==> src/rtl/ir_tx_arbiter.sv <==
// Two-requester round-robin arbiter that hands NEC address/command frames to an
// IR transmitter, supervises its start handshake and enforces an idle guard gap.
module ir_tx_arbiter #(
  parameter int GAP_CYCLES    = 4_000_000,
  parameter int START_TIMEOUT = 1000
) (
  input  logic       clk,
  input  logic       rst,
  input  logic       req0,
  input  logic       req1,
  input  logic [7:0] addr0,
  input  logic [7:0] cmd0,
  input  logic [7:0] addr1,
  input  logic [7:0] cmd1,
  output logic       ack0,
  output logic       ack1,
  output logic [7:0] tx_addr,
  output logic [7:0] tx_cmd,
  output logic       tx_en,
  input  logic       tx_busy,
  output logic       active,
  output logic       err,
  output logic       last_src
);

  localparam int CNT_MAX = (GAP_CYCLES > START_TIMEOUT) ? GAP_CYCLES : START_TIMEOUT;
  localparam int CNT_W   = (CNT_MAX > 1) ? $clog2(CNT_MAX) : 1;
  localparam logic [CNT_W-1:0] GAP_LAST = CNT_W'(GAP_CYCLES - 1);
  localparam logic [CNT_W-1:0] TMO_LAST = CNT_W'(START_TIMEOUT - 1);

  typedef enum logic [2:0] {
    S_IDLE,
    S_START,
    S_WAIT_BUSY,
    S_TX,
    S_GAP
  } state_e;

  state_e           state_q, state_d;
  logic [CNT_W-1:0] cnt_q, cnt_d;
  logic [7:0]       addr_q, addr_d;
  logic [7:0]       cmd_q, cmd_d;
  logic             last_q, last_d;
  logic             ready_q;

  logic             can_grant;
  logic             grant0;
  logic             grant1;
  logic             timeout;

  // ready_q holds off grants for the first cycle after reset release.
  assign can_grant = rst && ready_q && (state_q == S_IDLE);
  assign grant0    = can_grant && req0 && (!req1 || last_q);
  assign grant1    = can_grant && req1 && (!req0 || !last_q);
  assign timeout   = (state_q == S_WAIT_BUSY) && !tx_busy && (cnt_q == TMO_LAST);

  always_ff @(posedge clk) begin
    if (!rst) begin
      state_q <= S_IDLE;
      cnt_q   <= '0;
      addr_q  <= 8'h00;
      cmd_q   <= 8'h00;
      last_q  <= 1'b1;
      ready_q <= 1'b0;
    end else begin
      state_q <= state_d;
      cnt_q   <= cnt_d;
      addr_q  <= addr_d;
      cmd_q   <= cmd_d;
      last_q  <= last_d;
      ready_q <= 1'b1;
    end
  end

  always_comb begin
    state_d = state_q;
    cnt_d   = cnt_q;
    addr_d  = addr_q;
    cmd_d   = cmd_q;
    last_d  = last_q;
    case (state_q)
      S_IDLE: begin
        if (grant0) begin
          addr_d  = addr0;
          cmd_d   = cmd0;
          last_d  = 1'b0;
          state_d = S_START;
        end else if (grant1) begin
          addr_d  = addr1;
          cmd_d   = cmd1;
          last_d  = 1'b1;
          state_d = S_START;
        end
      end
      S_START: begin
        cnt_d   = '0;
        state_d = S_WAIT_BUSY;
      end
      S_WAIT_BUSY: begin
        if (tx_busy) begin
          state_d = S_TX;
        end else if (cnt_q == TMO_LAST) begin
          cnt_d   = '0;
          state_d = S_GAP;
        end else begin
          cnt_d = cnt_q + CNT_W'(1);
        end
      end
      S_TX: begin
        if (!tx_busy) begin
          cnt_d   = '0;
          state_d = S_GAP;
        end
      end
      S_GAP: begin
        // Requests and tx_busy are deliberately ignored until the gap expires.
        if (cnt_q == GAP_LAST) begin
          cnt_d   = '0;
          state_d = S_IDLE;
        end else begin
          cnt_d = cnt_q + CNT_W'(1);
        end
      end
      default: begin
        cnt_d   = '0;
        state_d = S_IDLE;
      end
    endcase
  end

  // Pulses are gated by rst so nothing escapes during a reset cycle.
  always_comb begin
    ack0     = grant0;
    ack1     = grant1;
    tx_en    = rst && (state_q == S_START);
    err      = rst && timeout;
    active   = (state_q != S_IDLE);
    tx_addr  = addr_q;
    tx_cmd   = cmd_q;
    last_src = last_q;
  end

endmodule
==> config.mk <==
export PLATFORM = sky130hd
export DESIGN_NAME = ir_tx_arbiter
export DESIGN_NICKNAME = d
export VERILOG_FILES = /design/src/rtl/ir_tx_arbiter.sv
export SDC_FILE = /design/constraint.sdc
export NUM_CORES = 1
export LEC_CHECK = 0
export BUFFER_PORTS_ARGS = -buffer_cell sky130_fd_sc_hd__buf_2
export CORE_MARGIN = 2
export CORE_UTILIZATION = 35
export DETAILED_ROUTE_END_ITERATION = 10
export SLEW_MARGIN = 20
export SYNTH_ARGS = -nofsm -noshare
export SYNTH_HDL_FRONTEND = slang
export SYNTH_SLANG_ARGS = --single-unit
export TNS_END_PERCENT = 10
==> constraint.sdc <==
create_clock -name clk -period 2 [get_ports clk]
set_input_delay 0.3 -clock clk [delete_from_list [all_inputs] [get_ports clk]]
set_output_delay 0.3 -clock clk [all_outputs]
set_load 0.02 [all_outputs]
# After elaboration in Yosys (flattened, before gate mapping)
# Cells that the tools add are included.
[totals]
reg_bits = 43
inputBits = 37
output_inout_bits = 22
wordCells = 60
[classes]
addsub = 1
eq_ne = 11
n_mux = 19
bitwise_logic = 1
reduce_logical = 22
[ops]
columns = ["operator", "count"]
rows = [
  ["two-way mux 22 bit", 4],
  ["case mux 22 bit (4 select lines)", 1],
  ["two-way mux 8 bit", 4],
  ["adder 22 x 1 -> 22 bit (second input constant)", 1],
  ["== test 22 x 10 -> 1 bit (second input constant)", 1],
  ["== test 22 bit (second input constant)", 1],
  ["two-way mux 3 bit", 6],
  ["case mux 3 bit (5 select lines)", 1],
  ["logical AND 1 bit", 10],
  ["== test 3 x 2 -> 1 bit (second input constant)", 2],
  ["!= test 2 bit (second input constant)", 3],
  ["zero test 1 bit", 4],
  ["AND reduction 4 bit", 1],
  ["== test 3 x 1 -> 1 bit (second input constant)", 1],
  ["== test 3 bit (second input constant)", 1],
  ["zero test 3 bit", 1],
  ["two-way mux 1 bit", 3],
  ["!= test 3 x 2 -> 1 bit (second input constant)", 1],
  ["!= test 3 bit (second input constant)", 1],
  ["AND reduction 3 bit", 1],
  ["nonzero test 3 bit", 1],
  ["logical OR 1 bit", 2],
  ["AND reduction 2 bit", 1],
  ["nonzero test 2 bit", 1],
  ["inverter 1 bit", 1],
]

# Logic depth before layout (Yosys ltp)
# Gate-level depths: netlist (run 1).
[depth]
word_depth = 7
depth_mapped = 7
mapped_depth_nobuf = 6

# Worst setup path after synthesis (run 1)
# OpenSTA, ideal clock, no wires.
[synth_path]
kind = "register to register"
startpoint = "register cnt_q[0]"
endpoint = "register cnt_q[13]"
setup_ns = 0.115
t_arrival_ns = 1.899
required_time_ns = 1.885
slack_ns = -0.015
path_stages_with_launch = 8
path_buffers = 1
period_less_slack_ns = 2.015
cell_sequence = "dfxtp_1 -> ha_1 -> and4_1 -> nand2_1 -> o311a_1 -> o31ai_4 -> buf_6 -> nor2_1"
[synth_between]
elab_chain_cells = 4
elab_cells_between_ends = 7
cone_classes = "1 x add/sub; 2 x eq/ne; 4 x mux"
[synth_rtl]
columns = ["element", "line", "source"]
rows = [
  ["start: declaration", "40", "logic [CNT_W-1:0] cnt_q, cnt_d;"],
  ["start signal: assignment", "67", "cnt_q <= cnt_d;"],
  ["adder 22 x 1 -> 22 bit or == test 22 x 10 -> 1 bit (tied branches)", "106, 121, 102", ""],
  ["two-way mux 22 bit", "102", "end else if (cnt_q == TMO_LAST) begin"],
  ["two-way mux 22 bit", "100", "if (tx_busy) begin"],
  ["case mux 22 bit (4 select lines) (*)", "81", "case (state_q)"],
]
# Mark *: on every way between the ends. The rest lies on a longest branch, timed or not. The select of a mux whose other input is x is not followed.
# A chain may end at the register's enable or synchronous reset.

# Worst setup path after layout (run 1)
[layout_path]
startpoint = "register state_q[1]"
endpoint = "output err"
[layout_between]
elab_chain_cells = 4
[layout_rtl]
columns = ["element", "line", "source"]
rows = [
  ["start: declaration", "39", "state_e state_q, state_d;"],
  ["start signal: assignment", "66", "state_q <= state_d;"],
  ["== test 3 x 2 -> 1 bit", "55", "assign timeout = (state_q == S_WAIT_BUSY) && !tx_busy && (cnt_q == TMO_LAST);"],
  ["logical AND 1 bit (2 in a row)", "55", ""],
  ["logical AND 1 bit", "136", "err = rst && timeout;"],
  ["end: declaration", "22", "output logic err,"],
]
# No other way between the ends.

==> flow_metrics.env, run 1 <==
export IMPL_drive_gt1_frac=0.333
export IMPL_synth_edf_count=0
export IMPL_finalHoldViolations=0
export IMPL_synth_cell_types=43
export IMPL_grt_use_total=0.165
export IMPL_root_buffer="clkbuf_8"
export IMPL_path_buf_inv=1
export IMPL_num_rows=28
export IMPL_clk_pin_slew_ns=0.08
export IMPL_synthArstFlopShare=0
export IMPL_area_growth_pct=31.7
export IMPL_leakage_nw=1.24
export IMPL_crit_path_top_delay_cell="or3b_2"
export IMPL_cp_max_fo=8
export IMPL_finalCritPeriodShare=0.969
export IMPL_ys_seq_elements=43
export IMPL_vias_per_cell=5.19
export IMPL_synth_avg_cell_area_um2=8.56
export IMPL_drt_wl_total_um=5450
export IMPL_grt_max_degree=33
export IMPL_final_cell_mix="57 x buf_2, 36 x dfxtp_1, 35 x nor2_1"
export IMPL_powerDensity_nw_per_um2=781
export IMPL_place_area_um2=2690
export IMPL_min_period_ns=1.94
export IMPL_worstHoldPathCells=2
export IMPL_relSlewSlack=0.536
export IMPL_cp_start_kind="flip-flop"
export IMPL_grt_overflow=0
export IMPL_setup_viol=0
export IMPL_firstDrtPassIters=4
export IMPL_ys_warn_count=0
export IMPL_cpPeakStageDelay_ns=0.49
export IMPL_synth_area_um2=2160
export IMPL_cp_depth=4
export IMPL_worst_slack_ns=0.0613
export IMPL_max_freq_ghz=0.516
export IMPL_die_h_um=82.6
export IMPL_fin_skew_ns=0.0112
export IMPL_ys_flop_type="dfxtp_1"
export IMPL_grt_pass1_wl_um=8580
export IMPL_fp_dieW_um=82.6
export IMPL_drtIter0Drc=121
export IMPL_antenna_found_initial=0
export IMPL_critPathCaptureType="output port"
export IMPL_gp_congestion=0.835
export IMPL_stdcell_area_um2=2850
export IMPL_post_drt_wl_per_cell_um=13.3
export IMPL_syn_nets=291
export IMPL_synth_area_top_cells="dfxtp_1 40%, mux2i_1 7.4%, nor2_1 6.2%, a211oi_1 5.5%, nand2_1 3.1%"
export IMPL_status="finished, final reports clean"
export IMPL_vias=2134
export IMPL_arrival_ns=1.64
export IMPL_core_area_um2=5960
export IMPL_n_antenna_cell=0
export IMPL_cts_buffers=5
export IMPL_initial_core_util=0.363
export IMPL_tightest_slew_ns=0.695
export IMPL_dp_hpwl_um=4080
export IMPL_critPathRequiredTime_ns=1.70
export IMPL_grt_pass1_vias=1831
export IMPL_min_path_type="input pin to flip-flop"
export IMPL_cp_top_family="simple AND/OR/NAND/NOR gates"
export IMPL_final_common_cell="buf_2"
export IMPL_worst_r2r_cell_count=6
export IMPL_num_io_pins=59
export IMPL_clock_latency_ns=0.30
export IMPL_drv_slew=0
export IMPL_ant_nets=0
export IMPL_drv_cap=0
export IMPL_fillers=606
export IMPL_cts_tree="done"
export IMPL_yosysSeqAreaShare=0.398
export IMPL_drcViolationCount=0
export IMPL_worstPathCellList="or3b_2, nor2_2, and4_1, buf_6"
export IMPL_fin_nets=373
export IMPL_yosysTopAreaCell="dfxtp_1"
export IMPL_critPathKind="flip-flop to output port"
export IMPL_rsz0062_at_grt="yes"
export IMPL_synthCells=253
export IMPL_cts_buffer_depth=2
export IMPL_clock_sinks=43
export IMPL_synth_top_area_share=0.398
export IMPL_die_area_um2=6830
export IMPL_port_buffers=58
export IMPL_place_ws_ns=0.0741
export IMPL_vdd_ir_drop_worst_mv=0.398
export IMPL_cts_max_level=2
sequential cells by signal (all words and copies together), names as in the netlist:
| register | flops |
|---|---|
| last_src | 1 |
| cnt_q | 22 |
| state_q | 3 |
| tx_cmd | 8 |
| ready_q | 1 |
| tx_addr | 8 |
per-layer routing:
metal	wire length [um]	GRT usage	vias up	share of wire
met1	2580	0.222	983	0.47
met3	214	0.0359	9	0.039
met5	0	0	-	0
met4	105	0.0754	0	0.019
met2	2550	0.252	42	0.47
li1	-	-	1100	-
synthesized netlist by cell type, types with 3 or more instances:
| cell | instances |
|---|---|
| or4_1 | 3 |
| clkbuf_1 | 4 |
| buf_2 | 3 |
| nand2b_1 | 3 |
| xor2_1 | 6 |
| nor2_1 | 36 |
| o211ai_1 | 5 |
| and2_1 | 3 |
| a21oi_1 | 13 |
| mux2i_1 | 16 |
| nor4_1 | 5 |
| nand2_1 | 18 |
| xnor2_1 | 5 |
| and4_1 | 6 |
| inv_1 | 9 |
| and3_1 | 3 |
| o21a_1 | 4 |
| nor4b_1 | 3 |
| a211oi_1 | 16 |
| nand4_1 | 8 |
| dfxtp_1 | 43 |
| o21ai_0 | 7 |
| o22ai_1 | 3 |
| nand3_1 | 8 |
layout make-up:
class	instances	area, um2	area share
repair buffers	85	507	0.178
inverters	9	33.8	0.0119
clock buffers	6	72.6	0.0255
multi-input cells	191	1260	0.441
well taps	75	93.8	0.0329
flip-flops and latches	43	875	0.307
clock inverters	2	12.5	0.00439
cells by family after synthesis:
group | share of synthesized area
multiplexers | 0.0740
AND/OR/NAND/NOR | 0.252
AO/OA/AOI/OAI | 0.188
buffers and inverters | 0.0381
adder cells (fa/ha/maj) | 0.00578
flip-flops | 0.398
XOR/XNOR | 0.0445
worst paths after layout:
| path | start | end | slack [ns] |
|---|---|---|---|
| min | rst | ready_q | 0.27 |
| max reg2reg | cnt_q[18] | cnt_q[9] | 0.09 |
| min reg2reg | cnt_q[11] | cnt_q[11] | 0.50 |
| max | state_q[1] | err | 0.06 |
what timing repair did:
action                                  CTS  global route
endpoints found under the setup margin    2            24
buffers inserted                          0             2
gates cloned                              0             0
pin swaps                                 0             4
gates resized for setup                   6            18
hold buffers                              0             0
through the flow:
| step | cells | TNS, ns | power, W | utilization | hold WS (ns) |
|---|---|---|---|---|---|
| global placement | 401 | 0 | 0.00165 | 0.451 | 0.481 |
| floorplan | 253 | 0 | 0.00140 | - | 0.328 |
| CTS | 409 | 0 | 0.00222 | 0.468 | 0.261 |
| detailed placement | 401 | 0 | 0.00166 | 0.451 | 0.490 |
| global route | 411 | -0.118 | 0.00237 | 0.479 | 0.269 |
| finish | 411 | 0 | 0.00223 | 0.479 | 0.272 |
power by group:
part / leakage, nW / internal, W / switching [W] / total, W
registers: 0.354 / 0.000925 / 0.0000507 / 0.000975
logic: 0.842 / 0.000303 / 0.000403 / 0.000706
clock network: 0.0412 / 0.000244 / 0.000300 / 0.000545
total: 1.24 / 0.00147 / 0.000754 / 0.00223
(Power assumes the default switching activity.)
==> run 2: changes to the inputs <==
Settings changed: REMOVE_ABC_BUFFERS from default to 1.
==> run 2 against run 1 <==
Combinational power fell by 3%. Sequential share of layout area fell by 0.53 points. Die area did not move. Setup slack improved by 0.0045 ns. Clock skew fell by 0.0059 ns. Utilization rose by 0.42 points. Global-route usage rose by 0.30 points.
==> flow_metrics.env, run 2 (synthesis gave the netlist of run 1 again) <==
export IMPL_arrival_ns=1.63
export IMPL_fillers=607
export IMPL_ant_nets=0
export IMPL_cts_tree="done"
export IMPL_clock_latency_ns=0.30
export IMPL_worst_hold_startpoint="rst"
export IMPL_vias=2115
export IMPL_rsz0062_at_grt="yes"
export IMPL_cp_start_kind="flip-flop"
export IMPL_hold_path_end="ready_q"
export IMPL_grt_overflow=0
export IMPL_powerDensity_nw_per_um2=768
export IMPL_worstHoldPathCells=2
export IMPL_num_rows=28
export IMPL_antenna_found_initial=0
export IMPL_drv_cap=0
export IMPL_die_area_um2=6830
export IMPL_fin_nets=375
export IMPL_die_h_um=82.6
export IMPL_finalHoldViolations=0
export IMPL_r2r_start="cnt_q[20]"
export IMPL_vdd_ir_drop_worst_mv=0.391
export IMPL_clock_sinks=43
export IMPL_core_area_um2=5960
export IMPL_total_power_w=0.00221
export IMPL_worst_r2r_cell_count=6
export IMPL_max_freq_ghz=0.517
export IMPL_relSlewSlack=0.672
export IMPL_final_common_cell="buf_2"
export IMPL_cts_buffers=5
export IMPL_cpPeakStageDelay_ns=0.33
export IMPL_worstPathCellList="buf_4, nor4b_4, and4b_2, and4_1, buf_6"
export IMPL_cts_max_level=2
export IMPL_crit_path_top_delay_cell="dfxtp_2"
export IMPL_num_io_pins=59
export IMPL_rrSetupSlack_ns=0.09
export IMPL_grt_pass1_vias=1940
export IMPL_final_cell_mix="57 x buf_2, 38 x dfxtp_1, 36 x nor2_1"
export IMPL_firstDrtPassIters=4
export IMPL_drcViolationCount=0
export IMPL_min_path_type="input pin to flip-flop"
export IMPL_drt_wl_total_um=5440
export IMPL_n_antenna_cell=0
export IMPL_stdcell_area_um2=2880
export IMPL_area_growth_pct=32.8
export IMPL_post_drt_wl_per_cell_um=13.2
export IMPL_r2r_end="cnt_q[14]"
export IMPL_place_area_um2=2720
export IMPL_largest_register="cnt_q"
export IMPL_cp_max_fo=4
export IMPL_vias_per_cell=5.12
export IMPL_status="finished, final reports clean"
export IMPL_fp_dieW_um=82.6
export IMPL_leakage_nw=1.24
export IMPL_clk_pin_slew_ns=0.09
export IMPL_cts_hold_buffers=0
export IMPL_grt_pass1_wl_um=8810
export IMPL_critPathKind="flip-flop to output port"
export IMPL_port_buffers=58
export IMPL_largest_reg_flops=22
export IMPL_drtIter0Drc=66
export IMPL_fin_skew_ns=0.00533
export IMPL_finalCritPeriodShare=0.967
export IMPL_grt_max_degree=33
export IMPL_initial_core_util=0.363
export IMPL_cts_buffer_depth=2
export IMPL_grt_use_total=0.168
export IMPL_min_period_ns=1.93
export IMPL_critPathCaptureType="output port"
export IMPL_setup_viol=0
export IMPL_root_buffer="clkbuf_8"
export IMPL_drv_slew=0
export IMPL_dp_hpwl_um=4080
export IMPL_drive_gt1_frac=0.325
export IMPL_critPathRequiredTime_ns=1.70
export IMPL_tightest_slew_ns=0.488
export IMPL_gp_congestion=0.832
## run 2: routing by layer
layer,track usage,part of all wire,up-vias
met5,0,0,-
met4,0.0590,0.016,0
met3,0.0500,0.054,7
li1,-,-,1101
met2,0.272,0.46,56
met1,0.213,0.47,951
## run 2: through the flow
stage	utilization	cells	setup TNS [ns]	setup slack, ns	hold slack [ns]
final	0.483	413	0	0.0658	0.266
after detailed placement	0.457	404	0	0.0826	0.488
after floorplan	-	243	-2.79	-0.196	0.328
after global placement	0.457	404	0	0.0816	0.484
after global routing	0.483	413	-0.0410	-0.0120	0.278
after CTS	0.475	413	0	0.00501	0.261
## run 2: critical path, delay by kind of cell (launching register included)
kind / cells / cell delay (ns)
simple gates: 3 / 0.75
buf+inv: 2 / 0.27
flops: 1 / 0.33
## run 2: worst max path at each step
stage,to,from,slack (ns),depth (start not counted)
global route,cnt_q[19],cnt_q[20],-0.01,6
global placement,cnt_q[15],cnt_q[21],0.08,6
CTS,err,cnt_q[19],0.005,5
detailed placement,cnt_q[5],cnt_q[11],0.08,6
finish,err,cnt_q[19],0.07,5
floorplan,state_q[0],cnt_q[0],-0.20,6
## run 2: timing repair
action / 4_1_cts / 5_1_grt
gates resized for setup: 3 / 14
cloned: 0 / 0
pin swaps: 1 / 2
endpoints found under the setup margin: 1 / 22
setup buffers: 1 / 0
## run 2: layout make-up
type                       instances  area [um2]  area share
timing repair buffer              87         538       0.187
inverter                           9        33.8      0.0117
clock inverter                     3        20.0     0.00696
tap                               75        93.8      0.0326
sequential                        43         867       0.302
multi-input combinational        191        1250       0.436
clock buffer                       5        68.8      0.0239
## run 2: power breakdown
group | switching [W] | total [W] | internal, W
combinational | 0.000396 | 0.000687 | 0.000290
clock | 0.000310 | 0.000554 | 0.000243
sequential | 0.0000462 | 0.000969 | 0.000923
total | 0.000753 | 0.00221 | 0.00146
==> run 3: changes to the inputs <==
Settings changed: PLACE_DENSITY from default to 0.7.
==> run 3 against run 2 <==
Die area did not move. Fmax fell by 0.52%. Utilization rose by 1.6 points. Final cell count rose by 0.97%. Combinational power rose by 5.4%. Non-clock buffer count rose by 4. Clock skew rose by 0.00060 ns. Total power rose by 4.3%. Flip-flop and latch count did not move. Largest power group unchanged. Cell area rose by 3.3%.
==> flow_metrics.env, run 3 (synthesis gave the netlist of run 1 again) <==
export IMPL_finalSetupTns_ns=0
export IMPL_vias=2166
export IMPL_post_drt_wl_per_cell_um=13.3
export IMPL_tightest_slew_ns=0.646
export IMPL_final_cell_mix="57 x buf_2, 36 x nor2_1, 31 x dfxtp_1"
export IMPL_drv_slew=0
export IMPL_dp_hpwl_um=3980
export IMPL_routed_top_layer="met4"
export IMPL_multi_input_area_um2=1280
export IMPL_worst_hold_startpoint="rst"
export IMPL_cp_top_family="compound AO/OA/AOI/OAI gates"
export IMPL_drive_gt1_frac=0.365
export IMPL_num_rows=28
export IMPL_arrival_ns=2.12
export IMPL_final_common_cell="buf_2"
export IMPL_finalHoldViolations=0
export IMPL_rsz0062_at_grt="yes"
export IMPL_largest_register="cnt_q"
export IMPL_p_seq_frac=0.424
export IMPL_critPathCaptureType="flip-flop"
export IMPL_fin_cells=417
export IMPL_clkPwrFrac=0.262
export IMPL_crit_path_top_delay_cell="or4_1"
export IMPL_wl_met1_um=2550
export IMPL_clock_latency_ns=0.30
export IMPL_vias_per_cell=5.19
export IMPL_fin_nets=379
export IMPL_clk_pin_slew_ns=0.09
export IMPL_num_io_pins=59
export IMPL_root_buffer="clkbuf_8"
export IMPL_cp_start_kind="flip-flop"
export IMPL_drcViolationCount=0
export IMPL_gp_congestion=0.863
export IMPL_cts_hold_buffers=0
export IMPL_grt_max_degree=33
export IMPL_initial_core_util=0.363
export IMPL_cp_max_fo=9
export IMPL_min_path_type="input pin to flip-flop"
export IMPL_cts_tree="done"
export IMPL_ant_nets=0
export IMPL_wl_met2_um=2500
export IMPL_cts_buffers=5
export IMPL_internal_power_w=0.00153
export IMPL_status="finished, final reports clean"
export IMPL_drtIter0Drc=119
export IMPL_worstHoldPathCells=1
export IMPL_path_buf_inv=1
export IMPL_p_sw_frac=0.337
export IMPL_fin_skew_ns=0.00593
export IMPL_r2r_end="cnt_q[21]"
export IMPL_worstPathCellList="nand3_2, or4_1, o311a_1, o31ai_4, buf_6, a21oi_1"
export IMPL_fillers=582
export IMPL_min_period_ns=1.94
export IMPL_die_h_um=82.6
export IMPL_wl_met3_um=399
export IMPL_firstDrtPassIters=4
export IMPL_holdWs_ns=0.218
export IMPL_leakage_nw=1.29
export IMPL_rrSetupSlack_ns=0.06
export IMPL_area_growth_pct=37.2
export IMPL_cts_max_level=2
export IMPL_switchingPower_w=0.000776
export IMPL_grt_pass1_vias=1923
export IMPL_r2r_start="cnt_q[19]"
export IMPL_vdd_ir_drop_worst_mv=0.382
export IMPL_stdcell_area_um2=2970
export IMPL_clock_sinks=43
export IMPL_core_area_um2=5960
export IMPL_grt_pass1_wl_um=8690
export IMPL_powerDensity_nw_per_um2=776
export IMPL_pwr_share_comb=0.314
export IMPL_final_util=0.499
export IMPL_drv_cap=0
export IMPL_register_area_um2=883
export IMPL_cts_buffer_depth=2
export IMPL_grt_use_total=0.165
export IMPL_grt_overflow=0
export IMPL_place_area_um2=2710
export IMPL_largest_reg_flops=22
export IMPL_cpPeakStageDelay_ns=0.47
export IMPL_n_antenna_cell=0
export IMPL_setup_viol=0
export IMPL_max_freq_ghz=0.514
export IMPL_die_area_um2=6830
export IMPL_port_buffers=58
export IMPL_drt_wl_total_um=5540
export IMPL_critPathKind="flip-flop to flip-flop"
export IMPL_finalCritPeriodShare=0.972
export IMPL_worst_r2r_cell_count=6
export IMPL_relSlewSlack=0.569
export IMPL_dp_cells=400
export IMPL_hold_path_end="ready_q"
export IMPL_antenna_found_initial=0
export IMPL_critPathRequiredTime_ns=2.18
export IMPL_fp_dieW_um=82.6
-- run 3: worst max path at each step --
stage | start | end | slack (ns) | cells after the start
floorplan | cnt_q[0] | state_q[0] | -0.20 | 6
global placement | cnt_q[19] | cnt_q[15] | 0.09 | 6
detailed placement | cnt_q[19] | cnt_q[10] | 0.04 | 6
CTS | cnt_q[19] | cnt_q[10] | 0.003 | 6
global route | cnt_q[10] | err | -0.03 | 4
finish | cnt_q[19] | cnt_q[21] | 0.06 | 6
-- run 3: layout make-up --
type                    instances  area share
clock buffers                   6      0.0278
clock inverters                 2     0.00548
inverters                       9      0.0114
multi-input cells             191       0.431
flip-flops and latches         43       0.297
well taps                      75      0.0316
repair buffers                 91       0.195
-- run 3: routing by layer --
metal  GRT usage  vias to the layer above
met1       0.215                      960
met3      0.0467                        6
met5           0                        -
li1            -                     1115
met4      0.0738                        0
met2       0.252                       85
-- run 3: power by group through the flow --
| stage | clock network [W] | logic [W] | registers [W] |
|---|---|---|---|
| global placement | 0 | 0.000670 | 0.000983 |
| finish | 0.000604 | 0.000724 | 0.000977 |
| floorplan | 0 | 0.000337 | 0.00104 |
| detailed placement | 0 | 0.000674 | 0.000987 |
| global route | 0.000665 | 0.000785 | 0.000986 |
| CTS | 0.000621 | 0.000683 | 0.000971 |
-- run 3: stage by stage --
step / setup slack (ns) / power (W)
CTS: 0.00291 / 0.00228
detailed placement: 0.0362 / 0.00166
floorplan: -0.196 / 0.00137
global route: -0.0291 / 0.00244
global placement: 0.0912 / 0.00165
finish: 0.0558 / 0.00230
-- run 3: timing repair --
item | 4_1_cts | 5_1_grt
setup endpoints to repair | 2 | 25
pin swaps | 1 | 4
cloned | 0 | 0
resized for setup | 7 | 28
setup buffers | 1 | 8
